**src/rtl/mem_fetch_pkg.sv**
```systemverilog
// Shared types for the memory-access stage: FSM states, access kinds, IR field positions.
// Pure definitions; no logic.
package mem_fetch_pkg;

  typedef enum logic [1:0] {IDLE, BUSY, DONE} state_e;
  typedef enum logic [1:0] {FETCH, LOAD, STORE} kind_e;

  localparam int OPC_LO = 26;
  localparam int RS_HI  = 25;
  localparam int RS_LO  = 21;
  localparam int RT_HI  = 20;
  localparam int RT_LO  = 16;
  localparam int RD_HI  = 15;
  localparam int RD_LO  = 11;
  localparam int IMM_HI = 15;
  localparam int IMM_LO = 0;
  localparam int FN_LO  = 0;

endpackage

```
**src/rtl/mem_wait_timer.sv**
```systemverilog
// Wait-cycle counter for an outstanding memory access; expired_o pulses combinationally in the
// last permitted wait cycle, so the requester sees exactly TIMEOUT cycles of wait before giving up.
module mem_wait_timer #(
  parameter int TIMEOUT = 16
) (
  input  logic clk_i,
  input  logic rst_ni,
  input  logic clr_i,
  input  logic en_i,
  output logic expired_o
);

  localparam int CW = $clog2(TIMEOUT + 1);

  logic [CW-1:0] cnt_q, cnt_d;

  always_comb begin
    cnt_d = cnt_q;
    if (clr_i)     cnt_d = '0;
    else if (en_i) cnt_d = cnt_q + 1'b1;
  end

  always_ff @(posedge clk_i or negedge rst_ni) begin
    if (!rst_ni) cnt_q <= '0;
    else         cnt_q <= cnt_d;
  end

  // The edge that raises the count to TIMEOUT is the same edge that leaves BUSY.
  assign expired_o = en_i && (cnt_q == CW'(TIMEOUT - 1));

endmodule

```
**src/rtl/mem_fetch_unit.sv**
```systemverilog
// Multicycle MIPS memory stage: serves fetch/load/store over a req/ack port, holds IR and MDR.
// Optional wait-cycle timeout is compiled in with MEM_TIMEOUT_EN.
module mem_fetch_unit
  import mem_fetch_pkg::*;
#(
  parameter int ADDR_WIDTH       = 32,
  parameter int DATA_WIDTH       = 32,
  parameter int Opcode_Size      = 6,
  parameter int Rtypr_Funct_Size = 6,
  parameter int TIMEOUT          = 16
) (
  input  logic                        clk,
  input  logic                        rst,
  input  logic [ADDR_WIDTH-1:0]       PC,
  input  logic [ADDR_WIDTH-1:0]       ALUOut,
  input  logic [DATA_WIDTH-1:0]       WriteData,
  input  logic                        IorD,
  input  logic                        IRWrite,
  input  logic                        MemRead,
  input  logic                        MemWrite,
  output logic                        mem_req,
  output logic                        mem_we,
  output logic [ADDR_WIDTH-1:0]       mem_addr,
  output logic [DATA_WIDTH-1:0]       mem_wdata,
  input  logic [DATA_WIDTH-1:0]       mem_rdata,
  input  logic                        mem_ack,
  output logic [DATA_WIDTH-1:0]       Instr,
  output logic [Opcode_Size-1:0]      Opcode,
  output logic [Rtypr_Funct_Size-1:0] Funct,
  output logic [4:0]                  Rs,
  output logic [4:0]                  Rt,
  output logic [4:0]                  Rd,
  output logic [15:0]                 Imm,
  output logic [DATA_WIDTH-1:0]       Data,
  output logic                        Stall,
  output logic                        Mem_Err
);

  state_e                state_q, state_d;
  kind_e                 kind_q;
  logic [ADDR_WIDTH-1:0] addr_q;
  logic [DATA_WIDTH-1:0] wdata_q;
  logic [DATA_WIDTH-1:0] ir_q;
  logic [DATA_WIDTH-1:0] mdr_q;
  logic                  err_q;

  logic                  req_any;
  kind_e                 req_kind;
  logic [ADDR_WIDTH-1:0] req_addr;
  logic                  misal;
  logic                  expired;

  assign req_any  = MemWrite | IRWrite | MemRead;
  assign req_kind = MemWrite ? STORE : (IRWrite ? FETCH : LOAD);
  assign req_addr = IorD ? ALUOut : PC;
  assign misal    = (req_addr[1:0] != 2'b00);

`ifdef MEM_TIMEOUT_EN
  mem_wait_timer #(.TIMEOUT(TIMEOUT)) u_wait_timer (
    .clk_i     (clk),
    .rst_ni    (rst),
    .clr_i     ((state_q == IDLE) && req_any && !misal),
    .en_i      ((state_q == BUSY) && !mem_ack),
    .expired_o (expired)
  );
`else
  logic timeout_unused;
  assign timeout_unused = (TIMEOUT > 0);
  assign expired        = 1'b0;
`endif

  always_ff @(posedge clk or negedge rst) begin
    if (!rst) state_q <= IDLE;
    else      state_q <= state_d;
  end

  always_comb begin
    state_d = state_q;
    case (state_q)
      IDLE:    if (req_any) state_d = misal ? DONE : BUSY;
      BUSY:    if (mem_ack || expired) state_d = DONE;
      DONE:    state_d = IDLE;
      default: state_d = IDLE;
    endcase
  end

  always_comb begin
    mem_req = (state_q == BUSY);
    mem_we  = (state_q == BUSY) && (kind_q == STORE);
    Stall   = ((state_q == IDLE) && req_any) || (state_q == BUSY);
  end

  always_ff @(posedge clk or negedge rst) begin
    if (!rst) begin
      kind_q  <= FETCH;
      addr_q  <= '0;
      wdata_q <= '0;
      ir_q    <= '0;
      mdr_q   <= '0;
      err_q   <= 1'b0;
    end else begin
      if ((state_q == IDLE) && req_any) begin
        kind_q  <= req_kind;
        addr_q  <= req_addr;
        wdata_q <= WriteData;
        if (misal) err_q <= 1'b1;
      end
      if ((state_q == BUSY) && mem_ack) begin
        if (kind_q == FETCH) ir_q  <= mem_rdata;
        if (kind_q == LOAD)  mdr_q <= mem_rdata;
      end
      if (expired) err_q <= 1'b1;
    end
  end

  assign mem_addr  = addr_q;
  assign mem_wdata = wdata_q;
  assign Instr     = ir_q;
  assign Data      = mdr_q;
  assign Mem_Err   = err_q;
  assign Opcode    = ir_q[OPC_LO +: Opcode_Size];
  assign Funct     = ir_q[FN_LO +: Rtypr_Funct_Size];
  assign Rs        = ir_q[RS_HI:RS_LO];
  assign Rt        = ir_q[RT_HI:RT_LO];
  assign Rd        = ir_q[RD_HI:RD_LO];
  assign Imm       = ir_q[IMM_HI:IMM_LO];

endmodule

```
**config.mk**
```make
export PLATFORM = sky130hd
export DESIGN_NAME = mem_fetch_unit
export DESIGN_NICKNAME = d
export VERILOG_FILES = /design/src/rtl/mem_fetch_pkg.sv /design/src/rtl/mem_wait_timer.sv /design/src/rtl/mem_fetch_unit.sv
export SDC_FILE = /design/constraint.sdc
export NUM_CORES = 1
export LEC_CHECK = 0
export BUFFER_PORTS_ARGS = -buffer_cell sky130_fd_sc_hd__buf_2
export CORE_UTILIZATION = 30
export CTS_CLUSTER_SIZE = 25
export DETAILED_ROUTE_END_ITERATION = 8
export GPL_TIMING_DRIVEN = 0
export PLACE_DENSITY = 0.54
export SYNTH_ARGS = -nofsm -noshare
export SYNTH_HDL_FRONTEND = slang
export SYNTH_SLANG_ARGS = --single-unit
```
**constraint.sdc**
```tcl
create_clock -name clk -period 2.1 [get_ports clk]
set_input_delay 0.105 -clock clk [delete_from_list [all_inputs] [get_ports clk]]
set_output_delay 0.105 -clock clk [all_outputs]
set_load 0.03 [all_outputs]
```
==> flow_summary_export.csv, run 1 <==
group,metric,value,unit
outcome,outcome,"complete, no violations",
global_routing,grt.overflow.total,0,
run,max-cap-violations,0,
sta,slew_viol_final,0,
cts,cts_root_buffer,"clkbuf_16",
synthesis,synthCells,373,
global_routing,grt_pass1_wl,24000,µm
place,hpwl,11200,µm
sta,setup_viol,0,
layout,postLayoutCoreUtil,48.2,%
power,p_per_area,1730,mW/mm²
die,die_x,142,µm
detailed_routing,route.detailed.drc,0,
synthesis,yosysSeqAreaShare,57.0,%
worst_setup_path,start_kind,"input pin",
min_path,hold_class,"input pin to register",
synthesis,synth_edf_count,0,
layout,num_antenna_cells,0,
cts,cts_buffers,17,
place,portBuffers,308,
synthesis,async_flop_share,100,%
cts,cts_tree,"built",
sta,layout_setup_ws,255,ps
detailed_routing,wl,15400,µm
sta,worst_pin_slew,733,ps
global_routing,antenna_found_initial,0,
die,io_pins,310,
synthesis,yosys_most_used_dff,"dfrtp_1",
place,place_ws,281,ps
cts,clock_latency,410,ps
sta,finalHoldViolations,0,
detailed_routing,wire_per_inst,14.8,µm
sta,finalCriticalPeriod,1840,ps
cts,cts.clk_slew.worst_paths,60,ps
global_routing,grt_pass1_vias,4649,
sta,max_slew_margin,51.1,%
layout,final_common_cell,"buf_2",
sta,rsz0062_at_grt,"no",
layout,syn2layout_area_growth,55.8,%
cts,cts.sink_count,133,
worst_setup_path,cp.required,2000,ps
die,die-area,0.0200,mm²
die,row_count,50,
power,ir_drop,837,µV
global_routing,grt_max_degree,79,
detailed_routing,dr_total_vias,4436,
power,power.leakage,4.71,nW
detailed_routing,vias_per_cell,4.26,
worst_setup_path,endpoint_kind,"output port",
detailed_routing,drtAntennaViolNets,0,
synthesis,yosysWarnings,0,
synthesis,ys_ff_latch,133,
cts,cts_hold_buf,69,
detailed_routing,firstDrtPassIters,4,
layout,final_layout_size_suffix_gt1_share,71.4,%
sta,skew,6.89,ps
sta,max_freq,0.542,GHz
worst_setup_path,cp.arrival,1740,ps
layout,final_cell_mix,"313 x buf_2, 133 x dfrtp_1, 128 x mux2_2",
cts,post_cts_buffers,0,
synthesis,syn_nets,508,
die,start_util,30.9,%
synthesis,syn_area,0.00584,mm²
die,core-area,0.0189,mm²
cts,htree_num_levels,4,
place,place_congestion,0.791,
die,die_h,142,µm
detailed_routing,dr.first_iter.drc_count,62,
worst_setup_path,critPathMaxFanout,4,
synthesis,synth_cell_types,26,
worst_setup_path,worstSetupPathType,"input pin to output port",
layout,final_nets,905,
cts,ctsResizeCount,0,
synthesis,synth_area_per_cell,15.7,µm²
cts,cts_max_path_buffers,2,
global_routing,grtUsageTotal,15.6,%
sta,finalCritPeriodShare,87.8,%
==> worst paths after layout <==
path	from	to	slack (ps)	cells past startpoint
worst max-delay path	MemWrite	Stall	260	6
worst min-delay path	PC[28]	mem_addr[28]	50	3
worst max register to register	state_q[0]	mem_wdata[25]	320	5
worst min register to register	Mem_Err	Mem_Err	470	1
max in group asynchronous	rst	Instr[4]	1070	3
min in group asynchronous	rst	mem_addr[20]	280	2
==> metrics by stage <==
stage | power, mW | hold slack (ps) | std cells | area (µm²) | TNS [ps]
2_1_floorplan | 10.1 | -191 | 373 | 5840 | 0
3_3_place_gp | 12.2 | 337 | 941 | 7710 | -112860
3_5_place_dp | 12.4 | 191 | 942 | 7740 | 0
4_1_cts | 15.9 | 19.6 | 1042 | 9100 | 0
5_1_grt | 16.5 | 33.5 | 1042 | 9100 | 0
6_report | 15.8 | 45.2 | 1042 | 9100 | 0
==> power breakdown <==
| group | switching, mW | leakage [nW] | internal (mW) |
|---|---|---|---|
| logic | 4.78 | 2.76 | 3.08 |
| registers | 0.735 | 1.63 | 3.77 |
| clock network | 1.13 | 0.323 | 2.26 |
| total | 6.65 | 4.71 | 9.11 |
==> registers in the layout, indices dropped and copies added, names as in the netlist <==
| name | cells |
|---|---|
| Instr | 32 |
| Mem_Err | 1 |
| kind_q | 2 |
| state_q | 2 |
| mem_wdata | 32 |
| mem_addr | 32 |
| Data | 32 |
==> cell type report <==
class	instances	area, µm²
buffer	61	462
timing repair buffer	378	2270
sequential	133	3330
tap	260	325
fill	1707	9790
clock inverter	12	228
clock buffer	19	443
inverter	1	3.75
multi-input combinational	178	2050
==> routing by layer <==
metal  GRT usage [%]  vias to the layer above  wire, µm
li1                -                     2063         -
met1            17.8                     2159      6380
met2            27.6                      207      7710
met3            5.16                        7      1200
met4            4.41                        0        91
met5               0                        -         0
==> worst max-delay path, stage by stage <==
cell and delay [ps]:
dlygate4sd3_1 540, buf_2 130, or2_2 300, o21ai_0 380
nand2_1 90, buf_2 190
==> Yosys cell counts, types with 2 or more instances <==
library cell	count	area share (%)
buf_4	44	5.7
o21ai_0	2	0.17
buf_6	8	1.5
clkbuf_1	2	0.13
mux2_1	2	0.39
buf_2	6	0.51
mux2_2	128	25
a21oi_1	2	0.17
mux2_4	30	7.7
dfrtp_1	133	57
==> logic make-up (layout without fill, tap and decap cells) <==
| group | count (synthesis) | in the layout | share of synthesized area [%] |
|---|---|---|---|
| muxes | 160 | 160 | 32.8 |
| and+or+nand+nor | 9 | 9 | 1.26 |
| buffers and inverters | 62 | 471 | 7.97 |
| DFF | 133 | 133 | 57.0 |
| AOI/OAI and AO/OA | 9 | 9 | 1.05 |
Power figures use the tool's default switching activity.
==> run 2: changes to the inputs <==
--- a/config.mk
+++ b/config.mk
@@ -6,7 +6,9 @@
 export NUM_CORES = 1
 export LEC_CHECK = 0
 export BUFFER_PORTS_ARGS = -buffer_cell sky130_fd_sc_hd__buf_2
+export CORE_ASPECT_RATIO = 0.7
 export CORE_UTILIZATION = 30
+export CTS_CLUSTER_DIAMETER = 200
 export CTS_CLUSTER_SIZE = 25
 export DETAILED_ROUTE_END_ITERATION = 8
 export GPL_TIMING_DRIVEN = 0
==> run 2 against run 1 <==
Compared with the run above:
- core utilization decreased by 0.40 points
- global-route usage decreased by 0.30 points
- cell count increased by 0.48%
- critical path depth unchanged
- largest power group unchanged
==> flow_summary_export.csv, run 2 (synthesis results as in run 1) <==
group,metric,value,unit
detailed_routing,route.detailed.drc,0,
die,row_count,42,
min_path,hold_depth,3,
layout,syn2layout_area_growth,55.2,%
place,portBuffers,308,
die,start_util,30.8,%
die,io_pins,310,
detailed_routing,wl,14700,µm
power,power.total,15.5,mW
detailed_routing,wire_per_inst,14.1,µm
run,max-cap-violations,0,
die,die_h,119,µm
worst_setup_path,r2r-start,"state_q[0]",
cts,ctsResizeCount,0,
power,power_frac_clock,20.4,%
layout,final_cell_mix,"313 x buf_2, 133 x dfrtp_1, 128 x mux2_2",
layout,fin_cells,1047,
layout,final_common_cell,"buf_2",
global_routing,grt.overflow.total,0,
sta,skew,6.48,ps
worst_setup_path,reg2reg_setup_slack,280,ps
power,p_per_area,1710,mW/mm²
sta,hold-worst-slack,56.4,ps
detailed_routing,vias_per_cell,4.17,
detailed_routing,drtAntennaViolNets,0,
power,p_int,8.86,mW
global_routing,grtUsageTotal,15.3,%
layout,final_layout_size_suffix_gt1_share,71.4,%
worst_setup_path,slowest_delay,540,ps
cts,cts_tree,"built",
sta,finalCriticalPeriod,1820,ps
worst_setup_path,ff2ff_path_depth,5,
sta,setup_viol,0,
worst_setup_path,cp.required,2000,ps
global_routing,grt_pass1_vias,4694,
global_routing,grt_pass1_wl,23700,µm
cts,cts.clk_slew.worst_paths,60,ps
cts,post_cts_buffers,0,
power,ir_drop,796,µV
cts,clock_latency,410,ps
sta,finalHoldViolations,0,
sta,worst_pin_slew,628,ps
power,p_sw,6.64,mW
place,post-place-cells,946,
cts,cts_root_buffer,"clkbuf_16",
die,die_x,169,µm
min_path,hold_path_end,"mem_addr[23]",
layout,num_antenna_cells,0,
global_routing,antenna_found_initial,0,
min_path,hold_class,"input pin to register",
worst_setup_path,critPathMaxFanout,4,
worst_setup_path,start_kind,"input pin",
place,place_congestion,0.744,
detailed_routing,dr.first_iter.drc_count,142,
worst_setup_path,crit_slowest_cell,"dlygate4sd3_1",
cts,cts_buffers,17,
sta,slew_viol_final,0,
worst_setup_path,crit_top_cell,"buf_2",
die,core-area,0.0190,mm²
place,place_area,0.00775,mm²
worst_setup_path,crit_chain,"dlygate4sd3_1, buf_2, or2_2, o21ai_0, nand2_1, buf_2",
cts,cts_hold_buf,69,
worst_setup_path,timing.rr.end,"mem_wdata[28]",
sta,max_slew_margin,58.0,%
worst_setup_path,endpoint_kind,"output port",
global_routing,grt_max_degree,76,
detailed_routing,firstDrtPassIters,4,
power,pwr-share-comb,50.7,%
power,switching_share,42.9,%
die,die-area,0.0200,mm²
layout,multi_input_area,0.00205,mm²
min_path,holdCritStartpoint,"ALUOut[23]",
sta,max_freq,0.548,GHz
sta,finalCritPeriodShare,86.9,%
detailed_routing,dr_total_vias,4361,
layout,nFillCells,1702,
layout,final_nets,905,
outcome,outcome,"complete, no violations",
sta,setup_tns,0,ps
cts,cts_max_path_buffers,2,
layout,regArea,0.00333,mm²
worst_setup_path,cp.arrival,1720,ps
layout,final_area,0.00907,mm²
power,seqPwrFrac,28.9,%
sta,rsz0062_at_grt,"no",
worst_setup_path,worstSetupPathType,"input pin to output port",
power,power.leakage,4.69,nW
place,hpwl,10800,µm
cts,cts.sink_count,133,
cts,htree_num_levels,4,
run 2: cell types whose count changed in the layout (fill, tap and decap cells not counted), sizes merged:
cell	change
inv	+4
bufinv	-2
clkbuf	-1
run 2: power groups by stage:
stage	registers [mW]	logic, mW	clock network, mW
2_1_floorplan	6.84	3.23	0
3_3_place_gp	4.48	7.76	0
6_report	4.49	7.85	3.16
3_5_place_dp	4.52	7.81	0
4_1_cts	4.51	7.92	3.26
5_1_grt	4.68	8.24	3.40
run 2: area by class of cell:
| type | instances | area share, % |
|---|---|---|
| flip-flops and latches | 133 | 36.7 |
| repair buffers | 378 | 25.0 |
| multi-input cells | 178 | 22.6 |
| plain buffers | 61 | 5.09 |
| clock buffers | 18 | 4.73 |
| well taps | 264 | 3.64 |
| clock inverters | 14 | 2.19 |
| inverters | 1 | 0.0414 |
run 2: how the worst max path moves through the flow:
stage | slack (ps) | endpoint | start | cells after the start
3_5_place_dp | 260 | mem_wdata[28] | state_q[0] | 5
3_3_place_gp | -880 | mem_wdata[11] | rst | 1
2_1_floorplan | 530 | Data[10] | state_q[1] | 5
4_1_cts | 220 | Stall | IRWrite | 6
5_1_grt | 130 | Stall | IRWrite | 6
6_report | 280 | Stall | IRWrite | 6
run 2: per-layer routing:
layer / part of all wire [%] / wire [µm] / vias up / track usage, %
li1: - / - / 2055 / -
met1: 44 / 6430 / 2121 / 18.9
met2: 49 / 7210 / 170 / 25.1
met3: 6.2 / 909 / 15 / 4.86
met4: 1.2 / 184 / 0 / 5.00
met5: 0 / 0 / - / 0
run 2: metrics by stage:
step / setup slack, ps / utilization, %
2_1_floorplan: 526 / -
3_3_place_gp: -885 / 40.7
3_5_place_dp: 265 / 40.8
4_1_cts: 224 / 47.8
5_1_grt: 129 / 47.8
6_report: 275 / 47.8
run 2: worst max-delay path, delay by kind of cell:
kind	cells	cell delay, ps
buffers and inverters	3	850
and+or+nand+nor	2	390
AOI/OAI and AO/OA	1	370
==> run 3: changes to the inputs <==
--- a/config.mk
+++ b/config.mk
@@ -7,12 +7,12 @@
 export LEC_CHECK = 0
 export BUFFER_PORTS_ARGS = -buffer_cell sky130_fd_sc_hd__buf_2
 export CORE_ASPECT_RATIO = 0.7
-export CORE_UTILIZATION = 30
+export CORE_UTILIZATION = 35
 export CTS_CLUSTER_DIAMETER = 200
 export CTS_CLUSTER_SIZE = 25
 export DETAILED_ROUTE_END_ITERATION = 8
 export GPL_TIMING_DRIVEN = 0
-export PLACE_DENSITY = 0.54
+export PLACE_DENSITY = 0.62
 export SYNTH_ARGS = -nofsm -noshare
 export SYNTH_HDL_FRONTEND = slang
 export SYNTH_SLANG_ARGS = --single-unit
==> run 3 against run 2 <==
Compared with the run above:
- non-clock buffer count unchanged
- sequential power barely moved
- global-route usage rose by 1.9 points
- largest power group unchanged
==> flow_summary_export.csv, run 3 (synthesis results as in run 1) <==
group,metric,value,unit
worst_setup_path,endpoint_kind,"output port",
sta,setup_viol,0,
detailed_routing,wl,14800,µm
cts,htree_num_levels,4,
cts,cts.sink_count,133,
worst_setup_path,cp.required,2000,ps
detailed_routing,drtAntennaViolNets,0,
sta,finalCritPeriodShare,87.1,%
power,ir_drop,1040,µV
detailed_routing,vias_per_cell,4.36,
sta,max_freq,0.546,GHz
power,power.leakage,4.67,nW
global_routing,grtUsageTotal,17.1,%
die,die-area,0.0172,mm²
cts,cts.clk_slew.worst_paths,60,ps
detailed_routing,wire_per_inst,14.6,µm
cts,cts_max_path_buffers,2,
die,die_x,156,µm
cts,clock_latency,410,ps
place,place_congestion,0.770,
cts,cts_root_buffer,"clkbuf_16",
cts,cts_hold_buf,69,
place,place_area,0.00770,mm²
global_routing,grt_pass1_vias,4461,
die,start_util,35.9,%
detailed_routing,route.detailed.drc,0,
layout,final_area,0.00896,mm²
sta,skew,6.61,ps
cts,post_cts_buffers,0,
cts,ctsResizeCount,0,
sta,finalCriticalPeriod,1830,ps
cts,cts_tree,"built",
global_routing,antenna_found_initial,0,
global_routing,grt_max_degree,74,
layout,num_antenna_cells,0,
worst_setup_path,start_kind,"input pin",
detailed_routing,dr.first_iter.drc_count,185,
sta,finalHoldViolations,0,
layout,syn2layout_area_growth,53.3,%
power,p_per_area,1700,mW/mm²
sta,rsz0062_at_grt,"no",
layout,final_common_cell,"buf_2",
detailed_routing,firstDrtPassIters,4,
layout,final_cell_mix,"313 x buf_2, 133 x dfrtp_1, 128 x mux2_2",
place,portBuffers,308,
die,die_h,110,µm
global_routing,grt_pass1_wl,22500,µm
cts,cts_buffers,17,
run,max-cap-violations,0,
sta,slew_viol_final,0,
layout,final_layout_size_suffix_gt1_share,71.3,%
worst_setup_path,critPathMaxFanout,4,
die,row_count,39,
sta,setup_tns,0,ps
sta,max_slew_margin,59.8,%
min_path,hold_class,"input pin to register",
layout,final_nets,905,
die,io_pins,310,
detailed_routing,dr_total_vias,4393,
die,core-area,0.0163,mm²
place,hpwl,10500,µm
worst_setup_path,cp.arrival,1730,ps
sta,worst_pin_slew,601,ps
worst_setup_path,worstSetupPathType,"input pin to output port",
outcome,outcome,"complete, no violations",
global_routing,grt.overflow.total,0,
[run 3: through the flow]
stage	total power, mW	setup slack (ps)	hold WS, ps	utilization [%]	std cells
finish	15.2	270	60.7	55.0	1008
global route	16.0	130	37.4	55.0	1008
CTS	15.4	217	38.3	55.0	1008
detailed placement	12.3	312	117	47.2	907
global placement	12.2	-807	337	47.0	906
floorplan	10.1	526	-191	-	373
[run 3: critical path, cell delays in order]
cell	delay (ps)
dlygate4sd3_1	530
buf_2	130
or2_2	290
o21ai_0	380
nand2_1	90
buf_2	190
[run 3: routing by layer]
layer / share of wire [%] / wire length, µm / global-route usage (%) / vias to the layer above
li1: - / - / - / 2064
met1: 42 / 6250 / 20.8 / 2124
met2: 50 / 7350 / 28.8 / 187
met3: 6.5 / 953 / 5.55 / 18
met4: 1.3 / 198 / 5.95 / 0
met5: 0 / 0 / 0 / -
[run 3: layout make-up]
cell class | instances | area, µm²
fillers | 1386 | 7340
multi-input cells | 178 | 2050
plain buffers | 61 | 462
well taps | 225 | 282
inverters | 1 | 3.75
clock buffers | 19 | 433
repair buffers | 378 | 2270
flip-flops and latches | 133 | 3330
clock inverters | 13 | 135
[run 3: power by group]
group / leakage, nW / internal (mW) / switching, mW / total, mW
combinational: 2.76 / 3.09 / 4.77 / 7.86
clock: 0.276 / 1.74 / 1.09 / 2.83
sequential: 1.63 / 3.77 / 0.738 / 4.51
[run 3: worst paths after layout]
kind	to	from	slack, ps	depth (start not counted)
worst max-delay path	Stall	MemWrite	270	6
worst min-delay path	mem_addr[30]	PC[30]	60	3
worst max register to register	mem_wdata[25]	state_q[0]	330	5
worst min register to register	Mem_Err	Mem_Err	470	1
max in group asynchronous	mem_wdata[17]	rst	1120	3
min in group asynchronous	Data[13]	rst	230	2
